==> config.mk <==
export PLATFORM = sky130hd
export DESIGN_NAME = score_display_mux
export DESIGN_NICKNAME = d
export VERILOG_FILES = /design/src/rtl/score_display_mux.sv
export SDC_FILE = /design/constraint.sdc
export NUM_CORES = 1
export LEC_CHECK = 0
export ABC_AREA = 1
export ABC_CLOCK_PERIOD_IN_PS = 4500
export BUFFER_PORTS_ARGS = -buffer_cell sky130_fd_sc_hd__buf_4
export CORE_ASPECT_RATIO = 0.5
export CORE_MARGIN = 8
export CORE_UTILIZATION = 50
export CTS_CLUSTER_SIZE = 16
export DETAILED_ROUTE_END_ITERATION = 10
export PLACE_DENSITY = 0.76
export SLEW_MARGIN = 20
export SYNTH_ARGS = -nofsm -noshare
export SYNTH_HDL_FRONTEND = slang
export SYNTH_SLANG_ARGS = --single-unit
==> constraint.sdc <==
create_clock -name clk -period 4.5 [get_ports clk]
set_input_delay 0.225 -clock clk [delete_from_list [all_inputs] [get_ports clk]]
set_output_delay 0.225 -clock clk [all_outputs]
set_load 0.02 [all_outputs]
==> src/rtl/score_display_mux.sv <==
// Four-digit multiplexed seven-segment driver: live score on the right pair, high score on the left.
// Optional macro HISCORE_BLINK_EN blinks the high-score pair after each new high score.
module score_display_mux #(
    parameter int REFRESH_DIV = 100_000,
    parameter int BLINK_DIV   = 25_000_000
) (
    input  logic       clk,
    input  logic       reset,
    input  logic [3:0] dig0,
    input  logic [3:0] dig1,
    input  logic       clr,
    input  logic       hs_clr,
    output logic [3:0] an,
    output logic [6:0] seg,
    output logic       dp,
    output logic [3:0] hi_dig0,
    output logic [3:0] hi_dig1,
    output logic       new_hi
);

    localparam int RW = $clog2(REFRESH_DIV);
    localparam logic [RW-1:0] REFRESH_LAST = RW'(REFRESH_DIV - 1);

    function automatic logic [6:0] bcd_to_seg(input logic [3:0] d);
        logic [6:0] s;
        case (d)
            4'd0:    s = 7'h40;
            4'd1:    s = 7'h79;
            4'd2:    s = 7'h24;
            4'd3:    s = 7'h30;
            4'd4:    s = 7'h19;
            4'd5:    s = 7'h12;
            4'd6:    s = 7'h02;
            4'd7:    s = 7'h78;
            4'd8:    s = 7'h00;
            4'd9:    s = 7'h10;
            default: s = 7'h7F;
        endcase
        return s;
    endfunction

    logic [7:0]    score_q_reg;
    logic [7:0]    hi_reg;
    logic          new_hi_reg;
    logic [RW-1:0] refresh_cnt_reg;
    logic [1:0]    slot_reg;
    logic [3:0]    an_reg, an_next;
    logic [6:0]    seg_reg, seg_next;
    logic          dp_reg, dp_next;
    logic          dark_hi;

    // Score capture and high-score tracking; BCD digits compare correctly as a plain byte.
    always_ff @(posedge clk or negedge reset) begin
        if (!reset) begin
            score_q_reg <= 8'h00;
            hi_reg      <= 8'h00;
            new_hi_reg  <= 1'b0;
        end else begin
            score_q_reg <= {dig1, dig0};
            if (hs_clr) begin
                hi_reg     <= 8'h00;
                new_hi_reg <= 1'b0;
            end else if (score_q_reg > hi_reg) begin
                hi_reg     <= score_q_reg;
                new_hi_reg <= 1'b1;
            end else begin
                new_hi_reg <= 1'b0;
            end
        end
    end

    always_ff @(posedge clk or negedge reset) begin
        if (!reset) begin
            refresh_cnt_reg <= '0;
            slot_reg        <= 2'd0;
        end else if (refresh_cnt_reg == REFRESH_LAST) begin
            refresh_cnt_reg <= '0;
            slot_reg        <= slot_reg + 2'd1;
        end else begin
            refresh_cnt_reg <= refresh_cnt_reg + 1'b1;
        end
    end

`ifdef HISCORE_BLINK_EN
    localparam int BW = $clog2(BLINK_DIV);
    localparam logic [BW-1:0] BLINK_LAST = BW'(BLINK_DIV - 1);

    logic          blink_active_reg;
    logic          blink_phase_reg;
    logic [BW-1:0] blink_cnt_reg;

    // A clear on the same edge as a new high score leaves blinking off.
    always_ff @(posedge clk or negedge reset) begin
        if (!reset) begin
            blink_active_reg <= 1'b0;
            blink_phase_reg  <= 1'b0;
            blink_cnt_reg    <= '0;
        end else if (clr || hs_clr) begin
            blink_active_reg <= 1'b0;
            blink_phase_reg  <= 1'b0;
            blink_cnt_reg    <= '0;
        end else if (new_hi_reg && !blink_active_reg) begin
            blink_active_reg <= 1'b1;
            blink_phase_reg  <= 1'b0;
            blink_cnt_reg    <= '0;
        end else if (blink_active_reg) begin
            if (blink_cnt_reg == BLINK_LAST) begin
                blink_cnt_reg   <= '0;
                blink_phase_reg <= ~blink_phase_reg;
            end else begin
                blink_cnt_reg <= blink_cnt_reg + 1'b1;
            end
        end
    end

    assign dark_hi = blink_active_reg & blink_phase_reg;
`else
    logic unused_clr;
    assign unused_clr = clr;
    assign dark_hi    = 1'b0;
`endif

    always_comb begin
        logic [3:0] digit;
        logic       blank;
        an_next = 4'b1111;
        dp_next = 1'b1;
        digit   = 4'd0;
        blank   = 1'b0;
        case (slot_reg)
            2'd0: begin
                an_next = 4'b1110;
                digit   = score_q_reg[3:0];
            end
            2'd1: begin
                an_next = 4'b1101;
                digit   = score_q_reg[7:4];
                blank   = (score_q_reg[7:4] == 4'd0);
            end
            2'd2: begin
                an_next = 4'b1011;
                digit   = hi_reg[3:0];
                dp_next = 1'b0;
            end
            default: begin
                an_next = 4'b0111;
                digit   = hi_reg[7:4];
                blank   = (hi_reg[7:4] == 4'd0);
            end
        endcase
        if (dark_hi && slot_reg[1]) begin
            an_next = 4'b1111;
        end
        seg_next = blank ? 7'h7F : bcd_to_seg(digit);
    end

    always_ff @(posedge clk or negedge reset) begin
        if (!reset) begin
            an_reg  <= 4'b1111;
            seg_reg <= 7'h7F;
            dp_reg  <= 1'b1;
        end else begin
            an_reg  <= an_next;
            seg_reg <= seg_next;
            dp_reg  <= dp_next;
        end
    end

    assign an      = an_reg;
    assign seg     = seg_reg;
    assign dp      = dp_reg;
    assign hi_dig0 = hi_reg[3:0];
    assign hi_dig1 = hi_reg[7:4];
    assign new_hi  = new_hi_reg;

endmodule

# [Word level (Yosys, flattened, before mapping)]
# Memories as Yosys holds them, arrays and structs flattened.
# Cells that the tools add are included.
[word_totals] reg_bits=48 mem_bits_ro=112 input_bits=12 out_inout_bits=21 wordCells=30 n_memories=1
[memory_table] name="(no name shown)" words=16 width=7 rd=1 rd_clocked_by_memory_dff=0 wr=0 line_no="26" rtl="case (d)"
[op_classes] add_sub_neg=2 n_lt_le_gt_ge=1 n_eq_ne=3 mux=10 reduce_logical=5
[ops] op="$pmux W4 S3" count=2
[ops] op="$add A17 B1 Y17 const B" count=1
[ops] op="$eq A17 B17 Y1 const B" count=1
[ops] op="$mux W17" count=1
[ops] op="$mux W8" count=2
[ops] op="$gt A8 B8 Y1" count=1
[ops] op="$logic_not A4 Y1" count=2
[ops] op="$mux W7" count=1
[ops] op="$mux W1" count=3
[ops] op="$add A2 B1 Y2 const B" count=1
[ops] op="$eq A2 B1 Y1 const B" count=1
[ops] op="$eq A2 B2 Y1 const B" count=1
[ops] op="$logic_not A2 Y1" count=1
[ops] op="$pmux W1 S2" count=1
[ops] op="$reduce_bool A2 Y1" count=1
[ops] op="$reduce_or A2 Y1" count=1

# [Logic depth before layout (Yosys ltp)]
# Gate-level depths: netlist (run 1).
[logic_depth] ltp_word=4 ltp_mapped=12 mapped_depth_nobuf=12

# [Worst setup path after synthesis (run 1)]
# No wires, ideal clock.
[synth_path] kind="register to register" from="register slot_reg[0]" to="register seg_reg[1], in the netlist seg[1]" setup_time_ns=0.060 arrival_time_ns=1.709 t_required_ns=4.440 path_slack_ns=2.731 stages_incl_launch_ff=10 path_buffers=0 period_less_slack_ns=1.769 path_cell_list="dfrtp_1 > inv_1 > ha_1 > nand2_1 > nand2_2 > o22ai_2 > inv_1 > ha_1 > or2_2 > nand2_1"
[synth_via] elab_chain_len=4 word_cells_on_any_way=8 classes_between="eq/ne: 2; mux: 3; reduce/logical: 2; memory: 1"
[synth_lines] item="from (decl)" line_no="46" rtl="logic [1:0] slot_reg;"
[synth_lines] item="from (signal assigned)" line_no="78" rtl="slot_reg <= slot_reg + 2'd1;"
[synth_lines] item="$eq A2 B2 Y1 (tied with other cells)" line_no="130" rtl="case (slot_reg)"
[synth_lines] item="$pmux W4 S3 or $reduce_or A2 Y1 (tied branches)"
[synth_lines] item="$mem_v2 Z16 W7 or $pmux W1 S2 (tied branches)"
[synth_lines] item="$mux W7 *" line_no="154" rtl="seg_next = blank ? 7'h7F : bcd_to_seg(digit);"
[synth_lines] item="via seg_next[1]" line_no="48" rtl="logic [6:0] seg_reg, seg_next;"
[synth_lines] item="to (signal assigned)" line_no="164" rtl="seg_reg <= seg_next;"
[synth_lines] item="to (decl)" line_no="48"
# The timed path passes the listed nets; every way through them passes the cells marked *.
# A chain may end at the register's enable or synchronous reset.

# [Worst setup path in the final report (run 1)]
[layout_path] from="register slot_reg[1]" to="register seg_reg[1], in the netlist seg[1]"
# Same word-level chain as after synthesis.

==> results of run 1 <==
-- per-stage QoR --
stage	std cells	setup WS, ps	util [%]	power, mW	area (um^2)
after global placement	399	2570	58.2	0.605	2860
after global routing	408	2310	60.7	0.955	2980
after floorplan	300	2730	-	0.551	2550
final	408	2470	60.7	0.909	2980
after CTS	408	2460	60.7	0.920	2980
after detailed placement	399	2530	58.2	0.610	2860
-- layout by cell type, fill, tap and decap left out, drive strengths merged, types with 2 or more instances in the layout --
| cell type | instances |
|---|---|
| dfrtp | 36 |
| buf | 31 |
| nor2 | 37 |
| dfstp | 11 |
| ha | 16 |
| nand2 | 80 |
| o22ai | 2 |
| o21ai | 7 |
| xor2 | 6 |
| inv | 44 |
| a21oi | 5 |
| nand3 | 26 |
| nand4 | 17 |
| clkinv | 3 |
| clkbuf | 5 |
| nor3 | 3 |
-- cell families (layout without fill, tap and decap cells) --
group	after synthesis	count (layout)	synth area share [%]
AO/OA/AOI/OAI	17	17	4.62
XOR/XNOR	7	7	2.41
adder cells (fa/ha/maj)	16	16	7.86
buffers and inverters	47	85	7.22
flip-flops	47	47	46.7
AND/OR/NAND/NOR	166	166	31.2
-- critical path: cells and delay by family (launching register included) --
| family | cells | cell delay [ps] |
|---|---|---|
| flip-flops | 1 | 410 |
| adder cells (fa/ha/maj) | 2 | 620 |
| AND/OR/NAND/NOR | 6 | 730 |
| buffers and inverters | 2 | 220 |
-- layout make-up --
type                    instances  area, um^2
flip-flops and latches         47        1190
repair buffers                 32         243
inverters                      45         173
clock buffers                   5        68.8
clock inverters                 3        43.8
multi-input cells             206        1170
fillers                       444        1930
well taps                      70        87.6
-- per-layer routing --
metal / up-vias / GRT usage [%] / part of all wire, %
met5: - / 0 / 0
met4: 0 / 3.95 / 0.77
met3: 5 / 3.07 / 5.4
met2: 45 / 25.5 / 48
met1: 956 / 16.9 / 45
li1: 1037 / - / -
-- what timing repair did --
action / in CTS / in global routing
setup endpoints to repair: 0 / 0
hold endpoints to repair: 36 / 0
hold buffers: 1 / 0
-- worst max-delay path by stage --
stage                             to  slack (ps)  cells past startpoint
floorplan           seg[1]$_DFF_PN1_        2730                      9
global placement    seg[1]$_DFF_PN1_        2570                     10
detailed placement  seg[1]$_DFF_PN1_        2530                     10
CTS                 seg[1]$_DFF_PN1_        2460                     10
global route        seg[1]$_DFF_PN1_        2310                     10
finish              seg[1]$_DFF_PN1_        2470                     10
-- where the power goes --
| part | internal [mW] | switching [mW] |
|---|---|---|
| clock | 0.165 | 0.143 |
| combinational | 0.0530 | 0.0865 |
| sequential | 0.445 | 0.0163 |
| total | 0.664 | 0.246 |
==> results.toml, run 1 <==
[timing]
clock_skew_ps = 3.01
fmax_mhz = 492
timing.setup.tns_ps = 0
maxSlewHeadroom_pct = 62.3
final-setup-viol-count = 0
timing.final.crit_share_pct = 45.2
whs_ps = 28.4
fin_crit_ps = 2030
rsz0062_at_grt = "no"
hold_viol_final = 0
max_slew.worst_pin.slew_ps = 565
finalMaxSlewViolations = 0

[cts]
cts.repair.resized = 0
cts_setup_buffers = 0
cts_num_sinks = 47
htree_levels = 2
clk_latency_ps = 300
clockBufferDepth = 2
clkTransAtPathRegs_ps = 90
numCtsBuffers = 5
cts_root_buf = "clkbuf_8"
cts_tree = "yes"

[cells_and_area]
nets = 365
final_layout_size_suffix_gt1_share_pct = 24.0
n_antenna_cell = 0
area_delta_synth_final_pct = 16.9
largest_reg_flops = 17

[hold_path]
whs_path_depth = 1
min_to = "score_q_reg[0]$_DFF_PN0_"
hp-start = "dig0[0]"
hp-class = "input pin to flop"

[yosys]
async_flop_share_pct = 100
ys_top_cells_by_count = "70 x nand2_1, 41 x inv_1, 36 x dfrtp_1, 29 x nor2_1, 24 x nand3_1"
synth_top_area_cell = "dfrtp_1"
synth_seq_cells = 47
yosysSeqAreaShare_pct = 46.7
yosysUniqueCellTypes = 35
synth_ff_type = "dfrtp_1"
synth_area_leaders = "dfrtp_1 35%, dfstp_2 11%, nand2_1 10%, ha_1 7.9%, inv_1 6.0%"
syn-num-nets = 328
syn_inst = 300
synth_most_common_cell = "nand2_1"
yosysWarnings = 0
syn_area_per_cell_um2 = 8.49
synth-edff-count = 0
synth_area_mm2 = 0.00255
synth_top_area_share_pct = 35.4

[grt]
grt-ovfl-total = 0
grt_pass1_wl_mm = 8.84
grt.total_usage_pct = 14.2
antenna_found_initial = 0
first_global_vias = 1991
grt_max_degree = 48

[setup_path]
crit_type = "flop to flop"
r2r_slack_ps = 2470
crit_top_cell = "nand2_1"
crit_start = "slot_reg[1]$_DFFE_PN0N_"
reg2reg_to = "seg[1]$_DFF_PN1_"
cp_max_fo = 6
end_kind = "flop"
worstPathCellList = "inv_1, ha_1, nand2_1, nand2_1, nor2_1, nor2_2, inv_1, ha_1, or2_2, nand2_1"
r2r_cells = 10
r2r-start = "slot_reg[1]$_DFFE_PN0N_"
critPathRequiredTime_ps = 4740
critPathSlowestCell = "dfrtp_1"
cp.arrival_ps = 2280
start_kind = "flop"
slowest_delay_ps = 410

[routing]
drc_errors = 0
wl_per_cell_um = 12.4
dr.pass1.iters = 4
ant_nets = 0
wirelength_mm = 5.07
drt_iter0_drc = 83
vias = 2043
routed_via_density = 5.01

[power]
power.density_mw_per_mm2 = 305
p_leak_nw = 1.50
vdd_drop_max_mv = 0.140

[die]
dieArea_mm2 = 0.00777
die_x_um = 117
die-height_um = 66.5
core-area_mm2 = 0.00491
ios = 33
initial_core_util_pct = 51.9
rows = 18

[placement]
dpl.hpwl_mm = 3.86
gp_congestion = 0.881
port_buffers = 31

[status]
status = "finished, final reports clean"

[flow_run]
cap_violations = 0
No activity file was read; power rests on OpenSTA's default activity.
==> inputs of run 2 (changes only) <==
ABC_CLOCK_PERIOD_IN_PS = 1800   (was 4500)
PLACE_DENSITY = 0.78   (was 0.76)
clock period = 1.8 ns   (was 4.5 ns; I/O delays follow)
==> run 2 against run 1 <==
The run now ends with setup timing left. Final area grew 8.8%. Utilization grew 5.4 points. Maximum frequency grew 12%. Combinational power grew to 3.0 times the previous value. Flip-flop and latch count is the same. Die area is the same. Global-route usage grew 1.3 points. Sequential share of layout area shrank 3.2 points. Critical path depth is the same.
==> results.toml, run 2 (synthesis gave the netlist of run 1 again) <==
[placement]
port_buffers = 31
dpl.cell_count = 410
dpl.hpwl_mm = 4.21
gp_congestion = 0.940

[setup_path]
reg2reg_to = "seg[1]$_DFF_PN1_"
cp_max_fo = 4
crit_start = "slot_reg[0]$_DFFE_PN0N_"
cp_num_buf_inv = 2
cp.arrival_ps = 2050
start_kind = "flop"
worstPathCellList = "buf_6, ha_4, nand2_1, nand2_1, nor2_1, nor2_2, inv_2, ha_4, or2_2, nand2_1"
cp_top_family = "simple AND/OR/NAND/NOR gates"
r2r-start = "slot_reg[0]$_DFFE_PN0N_"
cp-endpoint = "seg[1]$_DFF_PN1_"
crit_type = "flop to flop"
critPathSlowestCell = "dfrtp_2"
end_kind = "flop"
r2r_cells = 10
crit_top_cell = "nand2_1"
cp.depth = 10
r2r_slack_ps = -7
slowest_delay_ps = 450
critPathRequiredTime_ps = 2050

[cells_and_area]
final_layout_size_suffix_gt1_share_pct = 29.7
final-seq-area_mm2 = 0.00119
fill_cells = 399
largest_reg_flops = 17
final_cell_mix = "69 x nand2_1, 48 x buf_4, 38 x inv_1"
n_antenna_cell = 0
area_delta_synth_final_pct = 27.3
nets = 392
final_cells = 434
multiInputGateArea_mm2 = 0.00123
layout.cells.most_common = "nand2_1"

[die]
ios = 33
core-area_mm2 = 0.00491
die-height_um = 66.5
die_x_um = 117
rows = 18
initial_core_util_pct = 51.9
dieArea_mm2 = 0.00777

[routing]
routed_via_density = 5.27
wirelength_mm = 6.02
drc_errors = 0
drt_iter0_drc = 119
dr.pass1.iters = 4
vias = 2289
ant_nets = 0
wl_per_cell_um = 13.9

[cts]
clk_latency_ps = 300
clkTransAtPathRegs_ps = 80
cts_tree = "yes"
htree_levels = 2
cts_root_buf = "clkbuf_8"
clockBufferDepth = 2
numCtsBuffers = 5
cts_num_sinks = 47

[grt]
grt.total_usage_pct = 15.5
antenna_found_initial = 0
first_global_vias = 2093
grt-ovfl-total = 0
grt_pass1_wl_mm = 9.46
grt_max_degree = 48

[timing]
maxSlewHeadroom_pct = 62.4
fmax_mhz = 554
timing.final.crit_share_pct = 100
rsz0062_at_grt = "yes"
max_slew.worst_pin.slew_ps = 564
hold_viol_final = 0
setup_ws_ps = -6.65
fin_crit_ps = 1810
clock_skew_ps = 4.30
finalMaxSlewViolations = 0
final-setup-viol-count = 1
whs_ps = 314

[hold_path]
hp-class = "input pin to asynchronous set/reset pin"

[power]
vdd_drop_max_mv = 0.350
p_leak_nw = 1.62
power.density_mw_per_mm2 = 682

[status]
status = "complete, but fails checks"
violations = "setup timing"

[flow_run]
cap_violations = 0
run 2: worst min path at each step:
stage,start,to,slack (ps),cells after the start
final,reset,refresh_cnt_reg[5]$_DFF_PN0_,310,2
after global routing,reset,refresh_cnt_reg[7]$_DFF_PN0_,370,2
after CTS,reset,refresh_cnt_reg[7]$_DFF_PN0_,340,2
after detailed placement,reset,refresh_cnt_reg[7]$_DFF_PN0_,130,1
after global placement,reset,refresh_cnt_reg[4]$_DFF_PN0_,120,1
after floorplan,reset,hi_reg[0]$_DFFE_PN0P_,-210,0
run 2: power by group:
group          leakage [nW]  internal [mW]  switching, mW
combinational         0.994          0.174          0.241
clock                0.0470          0.302          0.344
sequential            0.576           1.11         0.0356
total                  1.62           1.59          0.621
run 2: what timing repair did:
item,4_1_cts,5_1_grt
endpoints found under the hold margin,45,0
setup buffers,0,7
setup endpoints to repair,1,7
pin swaps,0,5
resized for setup,5,10
hold buffers,10,0
run 2: through the flow:
step                power, mW  util (%)  TNS (ps)  worst slack [ps]  area, um^2
floorplan                1.38         -         0              30.6        2550
global placement         1.54      59.9         0              50.9        2940
detailed placement       1.55      59.9     -21.2             -21.2        2940
CTS                      2.21      63.8         0              11.5        3130
global route             2.30      66.0      -166             -73.9        3240
finish                   2.21      66.0     -6.65             -6.65        3240
run 2: final cells by class:
cell class | count | share of cell area [%]
clock buffers | 6 | 2.55
clock inverters | 1 | 0.154
inverters | 45 | 5.40
multi-input cells | 206 | 37.9
flip-flops and latches | 47 | 36.7
well taps | 70 | 2.70
repair buffers | 59 | 14.6
run 2: routing by layer:
layer | share of wire, % | global-route usage [%] | vias up
met1 | 41 | 18.1 | 1082
met4 | 2.3 | 5.53 | 0
met2 | 50 | 27.1 | 99
li1 | - | - | 1092
met3 | 7.1 | 4.06 | 16
met5 | 0 | 0 | -
